===== src/rtl/systolic_mm_core.sv =====
// Output-stationary N x N systolic matrix multiplier: serial A/B load, skewed
// feed into a PE grid, row-major drain of C with optional accumulation.
module systolic_mm_core #(
   parameter int unsigned N    = 2,
   parameter int unsigned DW   = 2,
   parameter int unsigned ACCW = 4
) (
   input  logic            clk,
   input  logic            rst_n,
   input  logic            in_valid,
   output logic            in_ready,
   input  logic [DW-1:0]   in_data,
   input  logic            acc_mode,
   input  logic            flush,
   output logic            out_valid,
   input  logic            out_ready,
   output logic [ACCW-1:0] out_data,
   output logic            out_last,
   output logic            busy
);

   localparam int unsigned NN = N * N;
   localparam int unsigned CW = $clog2(NN + 3 * N);

   typedef enum logic [1:0] {
      S_LOAD_A,
      S_LOAD_B,
      S_COMPUTE,
      S_DRAIN
   } state_e;

   state_e            state_q;
   logic [CW-1:0]     cnt_q;
   logic              acc_mode_q;
   logic              in_ready_q;
   logic              busy_q;
   logic              out_valid_q;
   logic              out_last_q;
   logic [ACCW-1:0]   out_data_q;

   logic [DW-1:0]     a_mat_q [NN];
   logic [DW-1:0]     b_mat_q [NN];
   logic [DW-1:0]     ah_q    [NN];
   logic [DW-1:0]     bv_q    [NN];
   logic [ACCW-1:0]   acc_q   [NN];

   logic [DW-1:0]     a_feed  [N];
   logic [DW-1:0]     b_feed  [N];
   logic [DW-1:0]     a_in    [NN];
   logic [DW-1:0]     b_in    [NN];
   logic [2*DW-1:0]   prod    [NN];
   logic [ACCW-1:0]   acc_d   [NN];
   int unsigned       step_w;

   logic in_hs;
   logic out_hs;

   assign in_hs     = in_valid & in_ready_q;
   assign out_hs    = out_valid_q & out_ready;
   assign in_ready  = in_ready_q;
   assign busy      = busy_q;
   assign out_valid = out_valid_q;
   assign out_last  = out_last_q;
   assign out_data  = out_data_q;

   // Row i of A enters at step k as A[i][k-i]; column j of B as B[k-j][j].
   always_comb begin
      step_w = 32'(cnt_q);
      for (int unsigned i = 0; i < N; i++) begin
         a_feed[i] = '0;
         b_feed[i] = '0;
         if (state_q == S_COMPUTE && step_w >= i && step_w < i + N) begin
            a_feed[i] = a_mat_q[i * N + (step_w - i)];
            b_feed[i] = b_mat_q[(step_w - i) * N + i];
         end
      end
   end

   for (genvar gi = 0; gi < N; gi++) begin : g_row
      for (genvar gj = 0; gj < N; gj++) begin : g_col
         localparam int unsigned P = gi * N + gj;
         if (gj == 0) begin : g_aedge
            assign a_in[P] = a_feed[gi];
         end else begin : g_ain
            assign a_in[P] = ah_q[P - 1];
         end
         if (gi == 0) begin : g_bedge
            assign b_in[P] = b_feed[gj];
         end else begin : g_bin
            assign b_in[P] = bv_q[P - N];
         end
         assign prod[P]  = a_in[P] * b_in[P];
         assign acc_d[P] = acc_q[P] + ACCW'(prod[P]);
      end
   end

   always_ff @(posedge clk or negedge rst_n) begin
      if (!rst_n) begin
         state_q     <= S_LOAD_A;
         cnt_q       <= '0;
         acc_mode_q  <= 1'b0;
         in_ready_q  <= 1'b1;
         busy_q      <= 1'b0;
         out_valid_q <= 1'b0;
         out_last_q  <= 1'b0;
         out_data_q  <= '0;
         for (int unsigned p = 0; p < NN; p++) begin
            a_mat_q[p] <= '0;
            b_mat_q[p] <= '0;
            ah_q[p]    <= '0;
            bv_q[p]    <= '0;
            acc_q[p]   <= '0;
         end
      end else if (flush) begin
         state_q     <= S_LOAD_A;
         cnt_q       <= '0;
         in_ready_q  <= 1'b1;
         busy_q      <= 1'b0;
         out_valid_q <= 1'b0;
         out_last_q  <= 1'b0;
         out_data_q  <= '0;
         for (int unsigned p = 0; p < NN; p++) begin
            ah_q[p]  <= '0;
            bv_q[p]  <= '0;
            acc_q[p] <= '0;
         end
      end else begin
         case (state_q)
            S_LOAD_A: begin
               if (in_hs) begin
                  a_mat_q[cnt_q] <= in_data;
                  busy_q         <= 1'b1;
                  if (cnt_q == '0) acc_mode_q <= acc_mode;
                  if (cnt_q == CW'(NN - 1)) begin
                     state_q <= S_LOAD_B;
                     cnt_q   <= '0;
                  end else begin
                     cnt_q <= cnt_q + 1'b1;
                  end
               end
            end
            S_LOAD_B: begin
               if (in_hs) begin
                  b_mat_q[cnt_q] <= in_data;
                  if (cnt_q == CW'(NN - 1)) begin
                     state_q    <= S_COMPUTE;
                     cnt_q      <= '0;
                     in_ready_q <= 1'b0;
                     for (int unsigned p = 0; p < NN; p++) begin
                        ah_q[p] <= '0;
                        bv_q[p] <= '0;
                        if (!acc_mode_q) acc_q[p] <= '0;
                     end
                  end else begin
                     cnt_q <= cnt_q + 1'b1;
                  end
               end
            end
            S_COMPUTE: begin
               for (int unsigned p = 0; p < NN; p++) begin
                  acc_q[p] <= acc_d[p];
                  ah_q[p]  <= a_in[p];
                  bv_q[p]  <= b_in[p];
               end
               if (cnt_q == CW'(3 * N - 3)) begin
                  state_q     <= S_DRAIN;
                  cnt_q       <= '0;
                  out_valid_q <= 1'b1;
                  out_last_q  <= (NN == 1);
                  out_data_q  <= acc_d[0];
               end else begin
                  cnt_q <= cnt_q + 1'b1;
               end
            end
            S_DRAIN: begin
               if (out_hs) begin
                  if (cnt_q == CW'(NN - 1)) begin
                     state_q     <= S_LOAD_A;
                     cnt_q       <= '0;
                     out_valid_q <= 1'b0;
                     out_last_q  <= 1'b0;
                     in_ready_q  <= 1'b1;
                     busy_q      <= 1'b0;
                  end else begin
                     cnt_q      <= cnt_q + 1'b1;
                     out_data_q <= acc_q[cnt_q + 1'b1];
                     out_last_q <= ((cnt_q + 1'b1) == CW'(NN - 1));
                  end
               end
            end
            default: state_q <= S_LOAD_A;
         endcase
      end
   end

endmodule


===== config.mk =====
export PLATFORM = sky130hd
export DESIGN_NAME = systolic_mm_core
export DESIGN_NICKNAME = d
export VERILOG_FILES = /design/src/rtl/systolic_mm_core.sv
export SDC_FILE = /design/constraint.sdc
export NUM_CORES = 1
export LEC_CHECK = 0
export BUFFER_PORTS_ARGS = -buffer_cell sky130_fd_sc_hd__buf_2
export CORE_MARGIN = 2
export CORE_UTILIZATION = 50
export DETAILED_ROUTE_END_ITERATION = 6
export GPL_TIMING_DRIVEN = 0
export PLACE_DENSITY = 0.75
export SYNTH_ARGS = -nofsm -noshare
export SYNTH_HDL_FRONTEND = slang
export SYNTH_SLANG_ARGS = --single-unit

===== constraint.sdc =====
create_clock -name clk -period 7.2 [get_ports clk]
set_clock_uncertainty 0.1 [all_clocks]
set_input_delay 0 -clock clk [delete_from_list [all_inputs] [get_ports clk]]
set_output_delay 0 -clock clk [all_outputs]
set_load 0.03 [all_outputs]

==> results by group <==
Synthesis
  – Leading area contributor after synthesis: dfrtp_1
  – Synth Area in XOR/XNOR: 0.0202
  – Post-synth EDFFs: 0
  – Mux contribution to synthesized area: 0.121
  – Synthesized area: 3460 um2
  – Post-Syn Instances: 331
  – Most frequent cell after synthesis: dfrtp_1
  – Seq/Total Area, Yosys: 0.398
  – Syn. warnings: 0
  – Post-synthesis compound-gate area fraction: 0.122
  – Synth Area in Simple Gates: 0.173
  – Share of the synthesized area in the top cell type: 0.390
  – Largest cells by area after synthesis: dfrtp_1 (39%), ha_1 (7.2%), mux2_2 (5.9%), fa_1 (4.6%), nand2_1 (4.4%)
  – Main combinational cell family by area after synthesis: simple AND/OR/NAND/NOR gates
  – Post-Syn Nets: 367
  – Top FF cell, synth: dfrtp_1
  – Seq cells post-synth: 55
  – Mean Syn Cell Area: 10.5 um2
  – Post-synth ARST share: 1.00
  – Post-synth top cells: dfrtp_1 (54), nand2_1 (41), o21ai_0 (24)
  – Post-synthesis adder-cell area fraction: 0.118
  – Cell variety after synth: 52

CTS
  – Skew-Pair Late Insertion Delay: 310 ps
  – CTS root buffer: clkbuf_8
  – Clk slew on worst S/H paths: 100 ps
  – CTS tree: built
  – Total CTS buffers: 5
  – Worst-case clock buffer depth: 2
  – Htree depth: 2
  – Post-CTS Setup Bufs: 0
  – Clock sink total: 55

Placed design
  – Hpwl dp: 5.36 mm
  – Number of I/O port buffers: 15
  – GPL Wtd Cong: 0.827
  – Placed cell areas: 3640 um2

Power
  – Worst VDD drop: 0.150 mV
  – Internal power: 553 uW
  – Pwr Density: 197 nW/um2
  – Sw Share: 0.267
  – Gate power share: 0.191
  – Sw Pwr: 202 uW
  – Sequential power share: 0.489
  – Static leakage: 0.00178 uW
  – Power share of the clock group: 0.321

Routing
  – Drt initial violations: 141
  – Number of vias per cell: 5.63
  – Vias: 2,477
  – Drt drc: 0
  – Pre-antenna DRT Iters: 4
  – Routed WL: 7.19 mm
  – Remaining antenna violation count after routing: 0
  – DR WL/cell: 16.3 um

Setup path
  – Worst path max stage delay: 510 ps
  – CP Data Required Time: 7300 ps
  – Critical path class: reg -> reg
  – CP Cell Sequence: buf_2 > buf_4 > buf_4 > inv_1 > ha_1 > clkbuf_1 > mux4_2 > nor2b_1 > nand2_1 > fa_1 > inv_1 > ha_1 > fa_1 > xor2_1 > nor2_1 > o21ai_0 > o21ai_0
  – CP bufs+invs: 6
  – Critical path capture point type: flop
  – Crit Path Max Fanout: 10
  – Crit-path leading delay family: adder cells
  – Startpoint types: flop
  – Crit path max-delay cell type: fa_1
  – Crit path DAT: 4490 ps

STA
  – Slew Limit Headroom: 0.539
  – Fmax: 228 MHz
  – Worst-margin pin slew: 691 ps
  – Max-slew violation count: 0
  – Setup repair after global routing missed its margin: no
  – Final setup viols: 0
  – Final period utilization: 0.610
  – Hold Fails Final Rpt: 0
  – Post-route setup TNS: 0 ps
  – Min cycle time layout: 4390 ps

Global route
  – First-pass GRT wire length: 12.1 mm
  – Grt ovf: 0
  – Vias in the first global route: 2,496
  – GRT Total Usage: 0.204
  – Antenna violations before repair: 0
  – Largest net degree at the start of global routing: 56

Final layout
  – Final Net Count: 395
  – P&R area growth vs syn: 10.7%
  – Post-route cell area: 3830 um2
  – Final-layout fill cell count: 588
  – N_diodes: 0
  – Layout cells sized above 1: 0.203

Floorplanning
  – Core ar.: 6760 um2
  – Die Area: 7610 um2
  – Die height: 87.2 um
  – Die width: 87.2 um
  – Initial Util: 0.513
  – Cell Rows: 30
  – Top Ports: 16

Hold path
  – Hold/Removal Path Class: in -> reg

Status
  – Outcome: completed

Run
  – Max cap viols: 0
power by group through the flow:
stage / Sequential (uW) / Clock (uW) / Combinational (uW)
6_report: 369 / 242 / 144
5_1_grt: 373 / 257 / 159
4_1_cts: 368 / 244 / 144
3_5_place_dp: 374 / 0 / 141
3_3_place_gp: 372 / 0 / 137
2_1_floorplan: 367 / 0 / 105
logic make-up after synthesis:
kind of cell,Yosys count
AND/OR/NAND/NOR,113
AO/OA/AOI/OAI,63
flip-flops,55
buffers and inverters,33
multiplexers,31
adder cells (fa/ha/maj),28
XOR/XNOR,8
final timing paths:
kind	from	end	slack, ps	depth (start not counted)
max	cnt_q[0]	acc_q[7]	2810	17
min reg2reg	out_data[0]	out_data[0]	390	1
max in group asynchronous	rst_n	a_mat_q[5]	6380	2
max reg2reg	cnt_q[0]	acc_q[7]	2810	17
min	flush	a_in[4]	110	3
min in group asynchronous	rst_n	acc_q[2]	170	2
per-stage QoR:
stage / utilization / setup slack [ps] / hold slack [ps] / power [uW] / cells
floorplan: - / 3520 / -396 / 472 / 331
global placement: 0.539 / 2950 / 133 / 509 / 426
detailed placement: 0.539 / 2810 / 139 / 516 / 426
CTS: 0.567 / 2790 / 101 / 757 / 440
global route: 0.567 / 2410 / 126 / 789 / 440
finish: 0.567 / 2810 / 110 / 754 / 440
cell type report:
cell class	count	area [um2]	share of cell area
plain buffers	16	101	0.0264
clock buffers	6	72.6	0.0189
clock inverters	2	60.1	0.0157
inverters	17	63.8	0.0166
multi-input cells	243	1920	0.501
flip-flops and latches	55	1380	0.359
well taps	80	100	0.0261
repair buffers	21	138	0.0359
timing repair:
item / CTS / global route
hold endpoints to repair: 74 / 0
resized for setup: 0 / 0
hold buffers: 6 / 0
layer usage:
layer	vias to the layer above	global-route usage	part of all wire
met2	48	0.322	0.48
met5	-	0	0
met4	0	0.0476	0.0097
li1	1210	-	-
met1	1212	0.295	0.47
met3	7	0.0341	0.045
sequential cells by signal, indices dropped and copies added, names as in the netlist, 2 cells and up:
signal / cells
b_in: 4
cnt_q: 4
state_q: 2
a_in: 4
out_data: 4
b_mat_q: 8
a_mat_q: 8
acc_q: 16
worst reg2reg max path, stage by stage (launching register included):
cell and delay, ps:
dfrtp_1 400, buf_2 280, buf_4 220, buf_4 190, inv_1 80, ha_1 270, clkbuf_1 420, mux4_2 300
nor2b_1 230, nand2_1 110, fa_1 510, inv_1 40, ha_1 200, fa_1 380, xor2_1 260, nor2_1 60
o21ai_0 140, o21ai_0 100
cells in the final DEF, fill, tap and decap left out, types with 3 or more instances in the layout:
| cell type | n |
|---|---|
| nor2b_1 | 5 |
| mux4_2 | 6 |
| o31ai_1 | 7 |
| and2_1 | 11 |
| inv_1 | 17 |
| fa_1 | 8 |
| mux2i_1 | 5 |
| o2bb2ai_1 | 5 |
| buf_6 | 3 |
| ha_1 | 20 |
| nand3_1 | 10 |
| clkbuf_1 | 5 |
| a21oi_1 | 10 |
| clkbuf_8 | 5 |
| o21a_1 | 3 |
| xnor2_1 | 4 |
| xor2_1 | 4 |
| and3_1 | 3 |
| buf_2 | 19 |
| dfrtp_1 | 54 |
| o21ai_0 | 24 |
| buf_4 | 4 |
| dlygate4sd3_1 | 6 |
| nand2_1 | 41 |
| nor2_1 | 18 |
| nand2b_1 | 8 |
| mux2_2 | 18 |
No activity file was read; power rests on OpenSTA's default activity.
